## config.mk

```make
export PLATFORM = sky130hd
export DESIGN_NAME = mult_div_seq_flat
export DESIGN_NICKNAME = d
export VERILOG_FILES = /design/src/rtl/mult_div_seq_if.sv /design/src/rtl/mult_div_seq.sv /design/src/flat_wrapper.sv
export SDC_FILE = /design/constraint.sdc
export NUM_CORES = 1
export LEC_CHECK = 0
export CORE_ASPECT_RATIO = 1.25
export CORE_MARGIN = 4
export CORE_UTILIZATION = 25
export DETAILED_ROUTE_END_ITERATION = 12
export GPL_TIMING_DRIVEN = 0
export SETUP_SLACK_MARGIN = 0.5
export SLEW_MARGIN = 20
export SYNTH_ARGS = -nofsm -noshare
export SYNTH_HDL_FRONTEND = slang
export SYNTH_SLANG_ARGS = --single-unit
export TNS_END_PERCENT = 20
```

## constraint.sdc

```tcl
create_clock -name clk -period 9.7 [get_ports clk]
set_input_delay 0.97 -clock clk [delete_from_list [all_inputs] [get_ports clk]]
set_output_delay 0.97 -clock clk [all_outputs]
set_load 0.05 [all_outputs]
```

## src/rtl/mult_div_seq_if.sv

```systemverilog
// mult_div_seq_if: start/operand request and HI/LO result bundle for the mult/div unit
interface mult_div_seq_if #(parameter int WIDTH = 32);
  logic i_start;
  logic i_op;
  logic [WIDTH-1:0] i_src_a;
  logic [WIDTH-1:0] i_src_b;
  logic [WIDTH-1:0] o_hi;
  logic [WIDTH-1:0] o_lo;
  logic o_busy;
  logic o_done;
  logic o_div_zero;
  modport master (output i_start, i_op, i_src_a, i_src_b, input o_hi, o_lo, o_busy, o_done, o_div_zero);
  modport slave (input i_start, i_op, i_src_a, i_src_b, output o_hi, o_lo, o_busy, o_done, o_div_zero);
endinterface

```

## src/rtl/mult_div_seq.sv

```systemverilog
// mult_div_seq: 32-iteration signed Booth multiply / restoring divide producing HI and LO
module mult_div_seq #(
  parameter int WIDTH = 32,
  parameter int CNT_W = 6
) (
  input logic clk,
  input logic rst,
  mult_div_seq_if.slave bus
);
  typedef enum logic [1:0] {S_IDLE, S_RUN, S_FIN} state_t;
  state_t r_state, w_next;
  logic [CNT_W-1:0] r_cnt;
  logic r_op, r_dz, r_sa, r_sb, r_q1;
  logic [WIDTH:0] r_acc, w_bsum, w_sh, w_tr, w_acc;
  logic [WIDTH-1:0] r_x, r_m, r_hi, r_lo, w_x, w_q, w_r, w_ma, w_mb;
  logic w_ok, w_dz, w_last;
  assign w_dz = bus.i_op && bus.i_src_b == '0;
  assign w_ma = bus.i_src_a[WIDTH-1] ? -bus.i_src_a : bus.i_src_a;
  assign w_mb = bus.i_src_b[WIDTH-1] ? -bus.i_src_b : bus.i_src_b;
  assign w_last = r_cnt == CNT_W'(1);
  always_comb begin
    w_next = r_state == S_IDLE ? (bus.i_start ? (w_dz ? S_FIN : S_RUN) : S_IDLE) :
             r_state == S_RUN ? (w_last ? S_FIN : S_RUN) : S_IDLE;
  end
  // The accumulator carries one guard bit so Booth stays exact for the most negative multiplicand
  always_comb begin
    w_bsum = r_acc + ({r_x[0], r_q1} == 2'b01 ? {r_m[WIDTH-1], r_m} :
                      {r_x[0], r_q1} == 2'b10 ? -{r_m[WIDTH-1], r_m} : '0);
    w_sh = {r_acc[WIDTH-1:0], r_x[WIDTH-1]};
    w_tr = w_sh - {1'b0, r_m};
    w_ok = !w_tr[WIDTH];
    w_acc = r_op ? (w_ok ? w_tr : w_sh) : {w_bsum[WIDTH], w_bsum[WIDTH:1]};
    w_x = r_op ? {r_x[WIDTH-2:0], w_ok} : {w_bsum[0], r_x[WIDTH-1:1]};
    w_q = (r_sa ^ r_sb) ? -w_x : w_x;
    w_r = r_sa ? -w_acc[WIDTH-1:0] : w_acc[WIDTH-1:0];
  end
  always_ff @(posedge clk) r_state <= rst ? S_IDLE : w_next;
  always_ff @(posedge clk) begin
    if (rst) begin
      {r_hi, r_lo, r_acc, r_x, r_m} <= '0;
      {r_cnt, r_op, r_dz, r_sa, r_sb, r_q1} <= '0;
    end else if (r_state == S_IDLE && bus.i_start) begin
      r_op <= bus.i_op;
      r_dz <= w_dz;
      r_sa <= bus.i_src_a[WIDTH-1];
      r_sb <= bus.i_src_b[WIDTH-1];
      r_m <= bus.i_op ? w_mb : bus.i_src_a;
      r_x <= bus.i_op ? w_ma : bus.i_src_b;
      r_acc <= '0;
      r_q1 <= 1'b0;
      r_cnt <= CNT_W'(WIDTH);
    end else if (r_state == S_RUN) begin
      r_acc <= w_acc;
      r_x <= w_x;
      r_q1 <= r_x[0];
      r_cnt <= r_cnt - CNT_W'(1);
      if (w_last) begin
        r_hi <= r_op ? w_r : w_acc[WIDTH-1:0];
        r_lo <= r_op ? w_q : w_x;
      end
    end
  end
  assign bus.o_hi = r_hi;
  assign bus.o_lo = r_lo;
  assign bus.o_busy = r_state == S_RUN;
  assign bus.o_done = r_state == S_FIN;
  assign bus.o_div_zero = r_state == S_FIN && r_dz;
endmodule
```

## src/flat_wrapper.sv

```systemverilog
// flat-port wrapper written by rule: the top's interface ports become plain ports
module mult_div_seq_flat 
#(
  parameter int WIDTH = 32,
  parameter int CNT_W = 6
)
  (clk, rst, bus_i_start, bus_i_op, bus_i_src_a, bus_i_src_b, bus_o_hi, bus_o_lo, bus_o_busy, bus_o_done, bus_o_div_zero);
  mult_div_seq_if #(.WIDTH(WIDTH)) bus_i ();
  input logic clk;
  input logic rst;
  input wire logic [$bits(bus_i.i_start)-1:0] bus_i_start;
  input wire logic [$bits(bus_i.i_op)-1:0] bus_i_op;
  input wire logic [$bits(bus_i.i_src_a)-1:0] bus_i_src_a;
  input wire logic [$bits(bus_i.i_src_b)-1:0] bus_i_src_b;
  output wire logic [$bits(bus_i.o_hi)-1:0] bus_o_hi;
  output wire logic [$bits(bus_i.o_lo)-1:0] bus_o_lo;
  output wire logic [$bits(bus_i.o_busy)-1:0] bus_o_busy;
  output wire logic [$bits(bus_i.o_done)-1:0] bus_o_done;
  output wire logic [$bits(bus_i.o_div_zero)-1:0] bus_o_div_zero;
  assign bus_i.i_start = bus_i_start;
  assign bus_i.i_op = bus_i_op;
  assign bus_i.i_src_a = bus_i_src_a;
  assign bus_i.i_src_b = bus_i_src_b;
  assign bus_o_hi = bus_i.o_hi;
  assign bus_o_lo = bus_i.o_lo;
  assign bus_o_busy = bus_i.o_busy;
  assign bus_o_done = bus_i.o_done;
  assign bus_o_div_zero = bus_i.o_div_zero;
  mult_div_seq #(.WIDTH(WIDTH), .CNT_W(CNT_W)) u_core (.clk(clk), .rst(rst), .bus(bus_i));
endmodule
```

==> flow_summary.json <==
{
  "min-delay-path-class": "register to register",
  "post_dp_cell_area_um2": 18000,
  "path_max_fanout": 10,
  "ys_warn_count": 0,
  "peakVddDrop_mv": 0.159,
  "synth_simple_gate_area_share_pct": 22.9,
  "period_share_pct": 76.0,
  "ant_nets": 0,
  "area_growth_pct": 19.3,
  "finalSetupTns_ps": 0,
  "worstPathRequired_ps": 10090,
  "fin_nets": 2513,
  "powerDensity_nw_per_um2": 141,
  "synth.distinct_cells": 92,
  "gp_congestion": 0.966,
  "antenna_found_initial": 0,
  "overflow": 0,
  "post_cts_buffers": 0,
  "drc": 0,
  "cts.htree.levels": 4,
  "syn_area_per_cell_um2": 7.07,
  "critPathArrivalTime_ps": 7760,
  "power.total_mw": 2.64,
  "p_sw_mw": 1.10,
  "crit_slowest_cell": "a211oi_1",
  "ys_seq_area_share_pct": 22.2,
  "combPwrFrac_pct": 39.8,
  "synth-xor-area-share_pct": 8.66,
  "grt_max_degree": 19,
  "synthesis.area_um2": 15700,
  "clockBufferDepth": 2,
  "rsz0062_at_grt": "no",
  "synth.top_cell.area_share_pct": 22.2,
  "hold_buffers": 0,
  "viasPerCell": 5.54,
  "synth_seq_cells": 174,
  "cts_buffers": 17,
  "die_area_um2": 66800,
  "hold_ws_ps": 453,
  "yosys.area_share.adder_pct": 6.32,
  "maxSlewHeadroom_pct": 23.7,
  "p_sw_share_pct": 41.8,
  "power_leakage_nw": 6.70,
  "initial_core_util_pct": 25.3,
  "synth_mux_area_share_pct": 3.65,
  "worst_pin_slew_ps": 1130,
  "syn_inst": 2216,
  "async_reset_ff_share_pct": 0,
  "start_kind": "register",
  "die_w_um": 232,
  "grtUsageTotal_pct": 20.4,
  "rrSetupSlack_ps": 2330,
  "status": "complete, no violations",
  "worstSkewPairLatency_ps": 460,
  "synth_edf_count": 0,
  "drtPass1Iterations": 7,
  "drive_gt1_share_pct": 4.16,
  "post-route-util_pct": 30.1,
  "coreArea_um2": 62000,
  "root_buffer": "clkbuf_16",
  "synth_most_common_cell": "nor2_1",
  "synth.top_cells.by_area": "dfxtp_1 22%, a21oi_1 7.6%, nor2_1 6.7%",
  "synth_compound_area_share_pct": 30.8,
  "cts_resized": 0,
  "grt_pass1_wl_um": 104000,
  "period_needed_ps": 7370,
  "grt_pass1_vias": 16800,
  "end_kind": "register",
  "synth-main-ff-cell": "dfxtp_1",
  "num_vias": 17800,
  "clkTransAtPathRegs_ps": 70,
  "finalWirelength_um": 71200,
  "synth_common_cells": "278 x nor2_1, 244 x nand2_1, 238 x a21oi_1",
  "synth_top_family_by_area": "compound AO/OA/AOI/OAI gates",
  "final_max_slew_viol_count": 0,
  "crit_type": "register to register",
  "synth_area_leader_cell": "dfxtp_1",
  "cts_tree": "built",
  "post_drt_wl_per_cell_um": 22.1,
  "synth_nets": 2362,
  "fmax_ghz": 0.136,
  "finalHoldViolations": 0,
  "cts_sinks": 174,
  "dr.first_iter.drc_count": 1923,
  "die_h_um": 288,
  "critPathMaxStageDelay_ps": 560,
  "numPortBuffers": 132,
  "row_count": 102,
  "skew_ps": 23.9,
  "dpl.hpwl_um": 56800,
  "setup_violations": 0,
  "drv_cap": 0,
  "seqPwrFrac_pct": 30.7,
  "stdcell_area_um2": 18700,
  "io_pins": 135,
  "intPower_mw": 1.54,
  "pwr-share-clk_pct": 29.4
}
## logic make-up after synthesis
group / Yosys count
compound gates: 749
buf+inv: 212
simple gates: 792
mux: 56
fa+ha+maj: 78
flops: 174
xor+xnor: 155
## final timing paths
path | end | cells after the start | start
worst max-delay path | u_core.bus.o_lo[29]$_SDFFE_PP0P_ | 28 | u_core.r_x[31]$_SDFFE_PP0P_
worst min-delay path | u_core.bus.o_hi[6]$_SDFFE_PP0P_ | 2 | u_core.bus.o_hi[6]$_SDFFE_PP0P_
worst max register to register | u_core.bus.o_lo[29]$_SDFFE_PP0P_ | 28 | u_core.r_x[31]$_SDFFE_PP0P_
worst min register to register | u_core.bus.o_hi[6]$_SDFFE_PP0P_ | 2 | u_core.bus.o_hi[6]$_SDFFE_PP0P_
## worst max-delay path, delay by kind of cell (launching register included)
family	cells	cell delay [ps]
xor gates and xnor gates	1	100
buffers and inverters	5	1060
AOI/OAI and AO/OA	10	2590
and+or+nand+nor	9	2290
adders and majority gates	3	890
DFF	1	360
## power by group through the flow
stage / Sequential [mW] / Clock [mW] / Combinational (mW)
global route: 0.815 / 0.806 / 1.13
floorplan: 0.812 / 0 / 0.692
global placement: 0.825 / 0 / 1.02
detailed placement: 0.825 / 0 / 1.02
CTS: 0.809 / 0.782 / 1.02
finish: 0.811 / 0.776 / 1.05
## final cells by class
| type | instances | area [um2] |
|---|---|---|
| Clock buffer | 17 | 425 |
| Inverter | 65 | 244 |
| Fill cell | 6901 | 43300 |
| Sequential cell | 174 | 3480 |
| Tap cell | 832 | 1040 |
| Clock inverter | 15 | 225 |
| Buffer | 147 | 604 |
| Antenna cell | 1 | 2.50 |
| Multi-Input combinational cell | 1830 | 11300 |
| Timing Repair Buffer | 132 | 1320 |
## cell usage in the layout, fill, tap and decap left out, types with 16 or more instances in the layout
cell / n
xnor2_1: 62
nor3_1: 56
xor2_1: 93
a211oi_1: 101
mux2i_1: 47
nor2b_1: 16
inv_1: 62
nand3_1: 40
a21o_1: 26
clkdlybuf4s50_1: 132
ha_1: 76
o31ai_1: 35
o21a_1: 20
nor2_1: 278
or3_1: 33
nand4_1: 23
o21ai_0: 150
clkbuf_1: 112
dfxtp_1: 174
nand2_1: 244
a21oi_1: 238
clkbuf_16: 17
nor4_1: 18
or4_1: 16
o211ai_1: 36
## metal layers
layer	routed length [um]	global-route usage [%]	vias to the layer above
met3	4150	2.49	237
met5	0	0	-
met4	5600	13.5	0
met2	33600	35.1	842
li1	-	-	8361
met1	27800	23.8	8348
## sequential cells by signal, summed over array words and instances (netlist names)
name and count:
u_core.r_cnt 6, u_core.r_acc 33, u_core.r_x 32, u_core.r_state 2
u_core.r_op 1, u_core.bus.o_hi 32, u_core.r_sb 1, u_core.bus.o_lo 32
u_core.r_q1 1, u_core.r_dz 1, u_core.r_sa 1, u_core.r_m 32
## per-stage QoR
step,worst slack (ps),std cells
3_3_place_gp,2540,3180
3_5_place_dp,2510,3180
5_1_grt,1950,3212
4_1_cts,2480,3212
2_1_floorplan,4030,2216
6_report,2330,3213
(Power assumes the default switching activity.)
